[config.mk]
export PLATFORM = sky130hd
export DESIGN_NAME = gsim_mem_fetch
export DESIGN_NICKNAME = d
export VERILOG_FILES = /design/src/rtl/gsim_mem_fetch.sv
export SDC_FILE = /design/constraint.sdc
export NUM_CORES = 1
export LEC_CHECK = 0
export CAP_MARGIN = 5
export CORE_MARGIN = 8
export CORE_UTILIZATION = 35
export DETAILED_ROUTE_END_ITERATION = 10
export GPL_TIMING_DRIVEN = 1
export PLACE_DENSITY = 0.65
export SYNTH_ARGS = -nofsm -noshare
export SYNTH_HDL_FRONTEND = slang
export SYNTH_SLANG_ARGS = --single-unit
[constraint.sdc]
create_clock -name i_clk -period 7.7 [get_ports i_clk]
set_input_delay 1.54 -clock i_clk [delete_from_list [all_inputs] [get_ports i_clk]]
set_output_delay 1.54 -clock i_clk [all_outputs]
set_load 0.01 [all_outputs]
[src/rtl/gsim_mem_fetch.sv]
// Row fetch sequencer between the GSIM core and the 256-bit matrix memory port.
// Define GSIM_FETCH_PERF_EN to add the o_stall_cnt request-stall counter.
module gsim_mem_fetch #(
   parameter int FIFO_DEPTH   = 4,
   parameter int ROWS_PER_MAT = 17,
   parameter int ADDR_W       = 10,
   parameter int DATA_W       = 256
) (
   input  logic              i_clk,
   input  logic              i_reset,
   input  logic              i_module_en,
   input  logic [4:0]        i_matrix_num,
   output logic              o_mem_rreq,
   output logic [ADDR_W-1:0] o_mem_addr,
   input  logic              i_mem_rrdy,
   input  logic [DATA_W-1:0] i_mem_dout,
   input  logic              i_mem_dout_vld,
   output logic              o_row_vld,
   output logic [DATA_W-1:0] o_row_data,
   output logic [4:0]        o_mat_idx,
   output logic [4:0]        o_row_idx,
   output logic              o_row_last,
   input  logic              i_row_rdy,
   output logic              o_fetch_done
`ifdef GSIM_FETCH_PERF_EN
   ,
   output logic [15:0]       o_stall_cnt
`endif
);

   localparam int PTR_W = (FIFO_DEPTH > 1) ? $clog2(FIFO_DEPTH) : 1;
   localparam int CNT_W = PTR_W + 1;
   localparam logic [CNT_W:0]  DEPTH_C   = (CNT_W+1)'(FIFO_DEPTH);
   localparam logic [4:0]      LAST_ROW  = 5'(ROWS_PER_MAT - 1);
   localparam logic [ADDR_W-1:0] ROWS_C  = ADDR_W'(ROWS_PER_MAT);

   typedef enum logic [1:0] {IDLE, FETCH, DRAIN, DONE} stateT;

   stateT               r_state;
   stateT               w_nextState;
   logic                r_enPrev;
   logic [4:0]          r_matNum;
   logic [ADDR_W-1:0]   r_reqCnt;
   logic                r_rreq;
   logic                r_inflight;
   logic [DATA_W-1:0]   r_fifoMem [FIFO_DEPTH];
   logic [PTR_W-1:0]    r_wrPtr;
   logic [PTR_W-1:0]    r_rdPtr;
   logic [CNT_W-1:0]    r_count;
   logic [ADDR_W-1:0]   r_popCnt;
   logic [4:0]          r_matIdx;
   logic [4:0]          r_rowIdx;

   logic [ADDR_W-1:0]   w_total;
   logic                w_start;
   logic                w_active;
   logic                w_abort;
   logic                w_accept;
   logic                w_push;
   logic                w_pop;
   logic                w_lastAccept;
   logic                w_drained;
   logic [CNT_W:0]      w_credit;

   assign w_total      = ADDR_W'(r_matNum) * ROWS_C;
   assign w_start      = (r_state == IDLE) && i_module_en && !r_enPrev;
   assign w_active     = (r_state == FETCH) || (r_state == DRAIN);
   assign w_abort      = w_active && !i_module_en;
   assign w_accept     = r_rreq && i_mem_rrdy;
   assign w_push       = w_active && i_mem_dout_vld;
   assign w_pop        = w_active && (r_count != '0) && i_row_rdy;
   assign w_lastAccept = w_accept && (r_reqCnt == w_total - ADDR_W'(1));
   assign w_drained    = (r_count == '0) && !r_inflight && (r_popCnt == w_total);
   // Occupancy after this edge plus the request about to be in flight; a pop is deliberately not credited.
   assign w_credit     = {1'b0, r_count} + (CNT_W+1)'(w_push) + (CNT_W+1)'(w_accept);

   always_ff @(posedge i_clk) begin
      if (i_reset) begin
         r_state  <= IDLE;
         r_enPrev <= 1'b0;
      end else begin
         r_state  <= w_nextState;
         r_enPrev <= i_module_en;
      end
   end

   always_comb begin
      w_nextState = r_state;
      case (r_state)
         IDLE:    if (w_start) w_nextState = (i_matrix_num == 5'd0) ? DONE : FETCH;
         FETCH:   if (!i_module_en) w_nextState = IDLE;
                  else if (w_lastAccept) w_nextState = DRAIN;
         DRAIN:   if (!i_module_en) w_nextState = IDLE;
                  else if (w_drained) w_nextState = DONE;
         DONE:    if (!i_module_en) w_nextState = IDLE;
         default: w_nextState = IDLE;
      endcase
   end

   // A pending request is held until accepted; new ones are issued only with credit left.
   always_ff @(posedge i_clk) begin
      if (i_reset) begin
         r_rreq     <= 1'b0;
         r_reqCnt   <= '0;
         r_inflight <= 1'b0;
         r_matNum   <= 5'd0;
      end else begin
         r_inflight <= w_accept && !w_abort;
         if (w_start) begin
            r_matNum <= i_matrix_num;
            r_reqCnt <= '0;
            r_rreq   <= (i_matrix_num != 5'd0);
         end else begin
            if (w_accept) r_reqCnt <= r_reqCnt + ADDR_W'(1);
            if ((r_state == FETCH) && (w_nextState == FETCH))
               r_rreq <= (r_rreq && !i_mem_rrdy) || (w_credit < DEPTH_C);
            else
               r_rreq <= 1'b0;
         end
      end
   end

   always_ff @(posedge i_clk) begin
      if (i_reset || w_start || w_abort) begin
         r_wrPtr <= '0;
         r_rdPtr <= '0;
         r_count <= '0;
      end else begin
         if (w_push) r_wrPtr <= r_wrPtr + PTR_W'(1);
         if (w_pop)  r_rdPtr <= r_rdPtr + PTR_W'(1);
         r_count <= r_count + CNT_W'(w_push) - CNT_W'(w_pop);
      end
   end

   always_ff @(posedge i_clk) begin
      if (w_push) r_fifoMem[r_wrPtr] <= i_mem_dout;
   end

   always_ff @(posedge i_clk) begin
      if (i_reset || w_start) begin
         r_popCnt <= '0;
         r_matIdx <= 5'd0;
         r_rowIdx <= 5'd0;
      end else if (w_pop) begin
         r_popCnt <= r_popCnt + ADDR_W'(1);
         if (r_rowIdx == LAST_ROW) begin
            r_rowIdx <= 5'd0;
            r_matIdx <= r_matIdx + 5'd1;
         end else begin
            r_rowIdx <= r_rowIdx + 5'd1;
         end
      end
   end

`ifdef GSIM_FETCH_PERF_EN
   logic [15:0] r_stallCnt;

   always_ff @(posedge i_clk) begin
      if (i_reset || w_start)
         r_stallCnt <= 16'd0;
      else if (r_rreq && !i_mem_rrdy && (r_stallCnt != 16'hFFFF))
         r_stallCnt <= r_stallCnt + 16'd1;
   end

   assign o_stall_cnt = r_stallCnt;
`endif

   assign o_mem_rreq   = r_rreq;
   assign o_mem_addr   = r_reqCnt;
   assign o_row_vld    = (r_count != '0);
   assign o_row_data   = o_row_vld ? r_fifoMem[r_rdPtr] : '0;
   assign o_mat_idx    = r_matIdx;
   assign o_row_idx    = r_rowIdx;
   assign o_row_last   = (r_rowIdx == LAST_ROW);
   assign o_fetch_done = (r_state == DONE);

endmodule

[Word level (Yosys, flattened, before mapping)]
Memories as Yosys holds them, arrays and structs flattened. A register that Yosys moved wholly into a read port is not among the register bits.
Index checks and enable logic that the tools add are counted.
Word-level totals
  flip-flop bits (word level): 47
  RAM bits: 1024
  bits of input ports: 267
  output and inout bits: 280
  word-level logic and storage cells: 78
  memories kept: 1
Cells by class
  add/sub/neg operators: 11
  multiply operators: 1
  magnitude comparators: 1
  eq/ne operators: 7
  mux-type cells: 16
  reductions and logical operators: 29
Memories
  r_fifoMem: depth 4, width 256, read ports 1, clocked after memory_dff 1, wr ports 1, RTL line 46  | logic [DATA_W-1:0] r_fifoMem [FIFO_DEPTH];
Operators by type and width (number)
  $mux W256: 1
  $add A10 B1 Y10 const B: 2
  $eq A10 B10 Y1: 2
  $mux W2: 9
  $logic_and A1 B1 Y1: 13
  $add A5 B1 Y5 const B: 2
  $mul A5 B5 Y10 const B: 1
  $sub A10 B1 Y10 const B: 1
  $pmux W2 S4: 1
  $eq A5 B5 Y1 const B: 1
  $logic_not A1 Y1: 5
  $logic_not A5 Y1: 1
  $mux W5: 1
  $reduce_bool A5 Y1: 1
  $add A2 B1 Y2 const B: 2
  $add A3 B1 Y4: 1
  $add A4 B1 Y4: 1
  $eq A2 B1 Y1 const B: 2
  $eq A2 B2 Y1 const B: 2
  $logic_or A1 B1 Y1: 4
  $lt A4 B3 Y1 const B: 1
  $mux W1: 4
  $add A3 B1 Y3: 1
  $logic_not A3 Y1: 1
  other kinds (5): 5

[Depth between registers and ports, before layout]
Gate-level depths: netlist of run 1.
  depth after elaboration: 11
  gate-level depth with buffers: 13
  gate-level depth less buffers: 11

[Worst setup path after synthesis of run 1]
Ideal clock, no wire load.
  path type: input to register
  from: input port i_mem_dout_vld
  to: memory r_fifoMem[1][0] (enable)
  library setup time: 651 ps
  arrival time: 7422 ps
  required time: 7049 ps
  path slack: -373 ps
  cell stages on the path: 1
  path buffers: 0
  cell sequence: and3_1
On the way
  longest elaborated chain between the ends: 3
Ends and longest elaborated chain
  start: declaration: RTL line 17  | input logic i_mem_dout_vld,
  $logic_and A1 B1 Y1: RTL line 70  | assign w_push = w_active && i_mem_dout_vld;
  $mux W1: RTL line 136  | if (w_push) r_fifoMem[r_wrPtr] <= i_mem_dout;
  $mux W1 (not written as such): RTL line 136
  end: declaration: RTL line 46
No other way between the ends.

==> metrics, run 1 <==
mux contribution to synthesized area=14.00%; largest family of logic cells by synthesized area=multiplexers; Peak Freq=191.7 MHz; Slew @ Worst Pin=roughly 1.1 ns; Synth cell types=50; CTS max path bufs=3; dominant synthesized flop cell=edfxtp_1; normalized max-slew margin=27.51%; CP startpoint kind=flip-flop; final worst-path setup slack=between 2 and 2.5 ns; RSZ-0062 raised after global routing=false; Ports=547; Die Ht=360.0 um; Crit path max-delay family=buffers and inverters; final std cells w/o fill=4192; Final Power=14.83 mW; Rows=126; post-synthesis xor/xnor area fraction=about 1.2%; clock sinks=1073; worst-skew pair later-pin latency=0.70 ns; Iteration-0 DRC Markers=1304; die area=129600 um2; register area share after synthesis=76.60%; largest net degree at the start of global routing=130; commonest non-fill, non-tap cell in the layout=edfxtp_1; final std cell area, no fill=52500 um2; smallest hold slack=0.5172 ns; H-tree depth=3; PortBufs=around 550; Seq cells post-synth=1073; VDD IR max=about 220 uV; Synth async-reset ratio=0%; FF-to-FF setup slack=4.57 ns; cell count after synthesis=1975; hold path startpoint=r_wrPtr[1]$_SDFFE_PP0P_; first-pass GRT wire length=roughly 150000 um; Post-CTS Setup Bufs=0; dpl ws=3.024 ns; CTS resizes=0; post-synthesis compound-gate area fraction=0.5829%; DRT antenna net count=0; Final Util=44.58%; number of remaining DRC errors=0; post-route minimum period=5.217 ns; Cell Area, Placed=48710 um2; GRT Overall Usage=14.82%; vias in the first global route=22250; hpwl dp=61130 um; fin nets=approximately 2800; Crit Path Category=flip-flop to output pin; slowest CP cell=dfxtp_4; hold path cells=2; Synth Area in Simple Gates=5.733%; Placed Cells=3970; DRT Pass-1 Iters=5; WP buf/inv=2; Area Overhead vs Synth=26.72%; worst r2r src=r_state[1]$_SDFF_PP0_; Die Width=360.0 um; initial antenna violation count=18; outcome=complete, no violations; Leak=16.39 nW; Worst-path clk slew=0.06 ns; CTS Buf Count=113; grt total ovfl=0; Crit Path Max Fanout=41; Post-Route WL=98930 um; CP peak stage delay=roughly 0.86 ns; Core ar.=117800 um2; worst reg2reg path endpoint=r_fifoMem[3][88]$_DFFE_PP_; power per cell area=282.5 nW/um2; required time of the critical path=slightly above 6 ns; Slew Viols, Final=0; R2R cell count=4; synthesized area=41430 um2; CTS Hold Buffers Added=0; worst hold-check path type=flip-flop to flip-flop; Setup Skew=0.04695 ns; synthesized net count=2265; Critical Path AT=approximately 3.7 ns; final RePlAce weighted congestion=0.7407; fraction of the mapped netlist area in adder cells=0.7128%; CTS tree=done; most frequent cells in the layout=edfxtp_1 (1024), clkdlybuf4s50_1 (546), and2_1 (259), mux4_2 (256), clkbuf_16 (114); final hold violation count=0; Vias=20640; max cap viols=0; average wire per standard cell=23.60 um; kind of end point of the critical path=output pin; layout cell share with drive strength beyond 1=17.22%; clk root buf=clkbuf_16; syn_area_per_cell=20.98 um2; final worst path period share=67.75%; setup_tns=0 ns; Final setup viols=0; CP cell instances=buf_4 -> mux4_2 -> and2_1 -> clkdlybuf4s50_1; Hold Path Sink=r_wrPtr[1]$_SDFFE_PP0P_; Yosys Warn Count=0; vias per cell=slightly below 5; Post-synth EDFFs=1024; Starting Density=a little over a third
## synth_stat cells (all sizes together) (6+ instances only)
cell type	number	area, um2
dfxtp	49	980.9
buf	43	212.7
ha	22	275.3
nor2	48	180.2
nor3	6	30.03
nand4	8	50.05
and2	259	1620
xor2	29	254.0
clkbuf	60	225.2
nand3	13	65.06
edfxtp	1024	30750
xnor2	23	209.0
and3	13	81.33
nand2	39	146.4
mux4	256	5766
inv	16	60.05
o21ai	7	35.03
a21oi	17	85.08
## worst max path at each step
stage                               start                   endpoint  slack (ns)  cells past startpoint
floorplan                  i_mem_dout_vld  r_fifoMem[0][0]$_DFFE_PP_       -0.37                      1
global placement    r_count[1]$_SDFF_PP0_            o_row_data[210]        3.00                      4
detailed placement              flip-flop             o_row_data[76]        3.02                      4
CTS                             flip-flop             o_row_data[76]        2.29                      4
global route                    flip-flop             o_row_data[65]        2.15                      4
finish                          flip-flop             o_row_data[68]        2.48                      4
## area by class of cell
cell class	instances	area, um2
Sequential cell	1073	31740
Tap cell	1536	1922
Multi-Input combinational cell	783	9223
Antenna cell	8	20.02
Fill cell	9893	65270
Clock inverter	82	834.6
Timing Repair Buffer	562	5768
Clock buffer	132	2930
Inverter	16	60.06
## power breakdown
group	switching, mW	internal (mW)	total (mW)
registers	0.106	6.86	6.96
clock network	2.25	3.17	5.42
logic	1.26	1.19	2.45
## routing by layer
metal / up-vias / GRT usage [%] / part of all wire (%)
met5: - / 0 / 0.057
met3: 131 / 3.784 / 6.3
met1: 10840 / 17.63 / 38
li1: 9077 / - / -
met2: 583 / 26.67 / 53
met4: 8 / 3.918 / 2.0
## flip-flops by register name, summed over array words and instances (netlist names), named ones only
| register | flops |
|---|---|
| o_mem_addr | 10 |
| o_mat_idx | 5 |
| r_matNum | 5 |
| r_wrPtr | 2 |
| r_state | 2 |
| o_mem_rreq | 1 |
| r_rdPtr | 2 |
| r_count | 3 |
| r_inflight | 1 |
| r_popCnt | 10 |
| r_fifoMem | 1024 |
| r_enPrev | 1 |
| o_row_idx | 5 |
## cell families (layout without fill, tap and decap cells)
kind of cell	after synthesis	after routing
simple gates	411	411
flops	1073	1073
xor+xnor	53	53
mux	259	259
fa+ha+maj	23	23
other cells	0	8
compound gates	37	37
buf+inv	119	792
## worst register-to-register path: stages, from the launching register on
cell,delay (ns)
dfxtp_1,0.45
inv_1,0.14
ha_1,0.53
and3_4,0.75
buf_12,0.55
Note: power is estimated with default switching activity, not from simulation.
==> run 2, diff against run 1 <==
--- a/config.mk
+++ b/config.mk
@@ -10,7 +10,7 @@
 export CORE_UTILIZATION = 35
 export DETAILED_ROUTE_END_ITERATION = 10
 export GPL_TIMING_DRIVEN = 1
-export PLACE_DENSITY = 0.65
+export PLACE_DENSITY = 0.63
 export SYNTH_ARGS = -nofsm -noshare
 export SYNTH_HDL_FRONTEND = slang
 export SYNTH_SLANG_ARGS = --single-unit
==> constraint.sdc (replaced) <==
create_clock -name i_clk -period 5.22 [get_ports i_clk]
set_input_delay 1.044 -clock i_clk [delete_from_list [all_inputs] [get_ports i_clk]]
set_output_delay 1.044 -clock i_clk [all_outputs]
set_load 0.01 [all_outputs]
==> run 2 against run 1 <==
Effect of this change:
- via count rose by 1.0%
- sequential power grew 48%
- routed wire length grew 3.1%
- critical path type unchanged
- largest cell class unchanged
==> metrics, run 2 (same netlist as run 1, synthesis figures left out) <==
outcome=complete, no violations; Setup Skew=0.01753 ns; Rows=126; commonest non-fill, non-tap cell in the layout=edfxtp_1; Logic pwr share=16.9%; setup_tns=0 ns; CP startpoint kind=flip-flop; vias in the first global route=about 23000; final worst-path setup slack=0.6784 ns; Reg power frac=47.4%; final hold violation count=0; Crit Path Max Fanout=124; Core ar.=117800 um2; CP peak stage delay=0.79 ns; internal power=16.35 mW; layout cell share with drive strength beyond 1=18.67%; Area Overhead vs Synth=27.52%; Peak Freq=220.2 MHz; Vias=20850; CTS tree=done; CTS Hold Buffers Added=0; max cap viols=0; kind of end point of the critical path=output pin; CTS max path bufs=3; fin nets=2889; die area=between 100000 and 150000 um2; vias per cell=4.919; Final setup viols=0; normalized max-slew margin=32.48%; Iteration-0 DRC Markers=1148; average wire per standard cell=24.06 um; RSZ-0062 raised after global routing=false; Biggest register=r_fifoMem; Post-CTS Setup Bufs=0; Starting Density=about a third; Final Util=44.86%; number of remaining DRC errors=0; worst-skew pair later-pin latency=0.69 ns; Clk pwr share=around 36%; VDD IR max=321.8 uV; clock sinks=1073; H-tree depth=3; largest net degree at the start of global routing=124; slowest CP cell=or3_4; Worst-path clk slew=about 0.07 ns; Die Ht=about 360 um; dpl ws=roughly 1.3 ns; Slew Viols, Final=0; Slew @ Worst Pin=1.013 ns; post-route minimum period=4.542 ns; PortBufs=roughly 550; Leak=about 17 nW; Die Width=360.0 um; Post-Route WL=102000 um; final RePlAce weighted congestion=0.7663; hpwl dp=67220 um; DRT Pass-1 Iters=5; GRT Overall Usage=15.32%; CTS Buf Count=110; Critical Path AT=approximately 3.5 ns; Ports=between 500 and 600; required time of the critical path=4.18 ns; grt total ovfl=0; Crit Path Category=flip-flop to output pin; most frequent cells in the layout=edfxtp_1 (1024), clkdlybuf4s50_1 (546), and2_1 (259), mux4_2 (256), clkbuf_16 (111); CP cell instances=or3_4 -> buf_12 -> and2_1 -> clkdlybuf4s50_1; max FFs per register=1024; power per cell area=409.8 nW/um2; worst hold-check path type=flip-flop to flip-flop; Psw=5.297 mW; DRT antenna net count=0; final worst path period share=87.00%; first-pass GRT wire length=151200 um; initial antenna violation count=19; CTS resizes=0; clk root buf=clkbuf_16; Net Sw Frac=between 20% and 30%
run 2: cell count changes in the layout (fill, tap and decap cells not counted), moves of 2 or more:
cell,change
clkinv_4,+3
clkinv_1,-8
buf_4,+44
clkinv_2,-5
buf_12,+10
clkbuf_1,+3
clkinvlp_4,+3
bufinv_16,-2
diode_2,+6
clkinv_16,-2
clkbuf_16,-3
run 2: power groups by stage:
stage	Sequential, mW	Clock [mW]	Combinational, mW
after floorplan	10.5	0	1.75
after global placement	10.4	0	3.72
after global routing	10.3	8.26	3.92
final	10.3	7.72	3.67
after CTS	10.3	7.94	3.78
after detailed placement	10.4	0	3.76
run 2: layer usage:
layer	vias to the layer above	share of wire [%]	wire length, um	track usage (%)
met1	10960	39	39950	18.34
met5	-	0.040	41	0
met3	136	6.1	6196	4.150
met2	561	53	53680	27.42
li1	9188	-	-	-
met4	6	2.1	2109	3.723
run 2: critical path, delay by kind of cell (launching register included):
| family | cells | cell delay (ns) |
|---|---|---|
| AND/OR/NAND/NOR | 2 | 1.10 |
| buffers and inverters | 2 | 0.96 |
| flip-flops | 1 | 0.42 |
run 2: cell type report:
type,count,area (um2)
Sequential cell,1073,31740
Multi-Input combinational cell,783,9223
Timing Repair Buffer,615,6271
Tap cell,1536,1922
Fill cell,9896,64940
Clock inverter,71,723.2
Clock buffer,131,2853
Inverter,16,60.06
Antenna cell,14,35.03
run 2: final timing paths:
kind | from | endpoint | slack (ns) | cells after the start
setup / recovery | r_count[1]$_SDFF_PP0_ | o_row_data[84] | 0.68 | 4
hold reg to reg | r_wrPtr[1]$_SDFFE_PP0P_ | r_wrPtr[1]$_SDFFE_PP0P_ | 0.52 | 2
hold / removal | r_wrPtr[1]$_SDFFE_PP0P_ | r_wrPtr[1]$_SDFFE_PP0P_ | 0.52 | 2
setup reg to reg | r_count[1]$_SDFF_PP0_ | r_count[2]$_SDFF_PP0_ | 1.37 | 12
run 2: through the flow:
stage	hold WS (ns)	instance area, um2	power [mW]	cells
floorplan	0.4692	41430	12.21	1975
global placement	0.4803	49210	14.12	4023
detailed placement	0.5094	49210	14.21	4023
CTS	0.5193	52790	22.00	4225
global route	0.5395	52800	22.49	4228
finish	0.5209	52820	21.65	4239
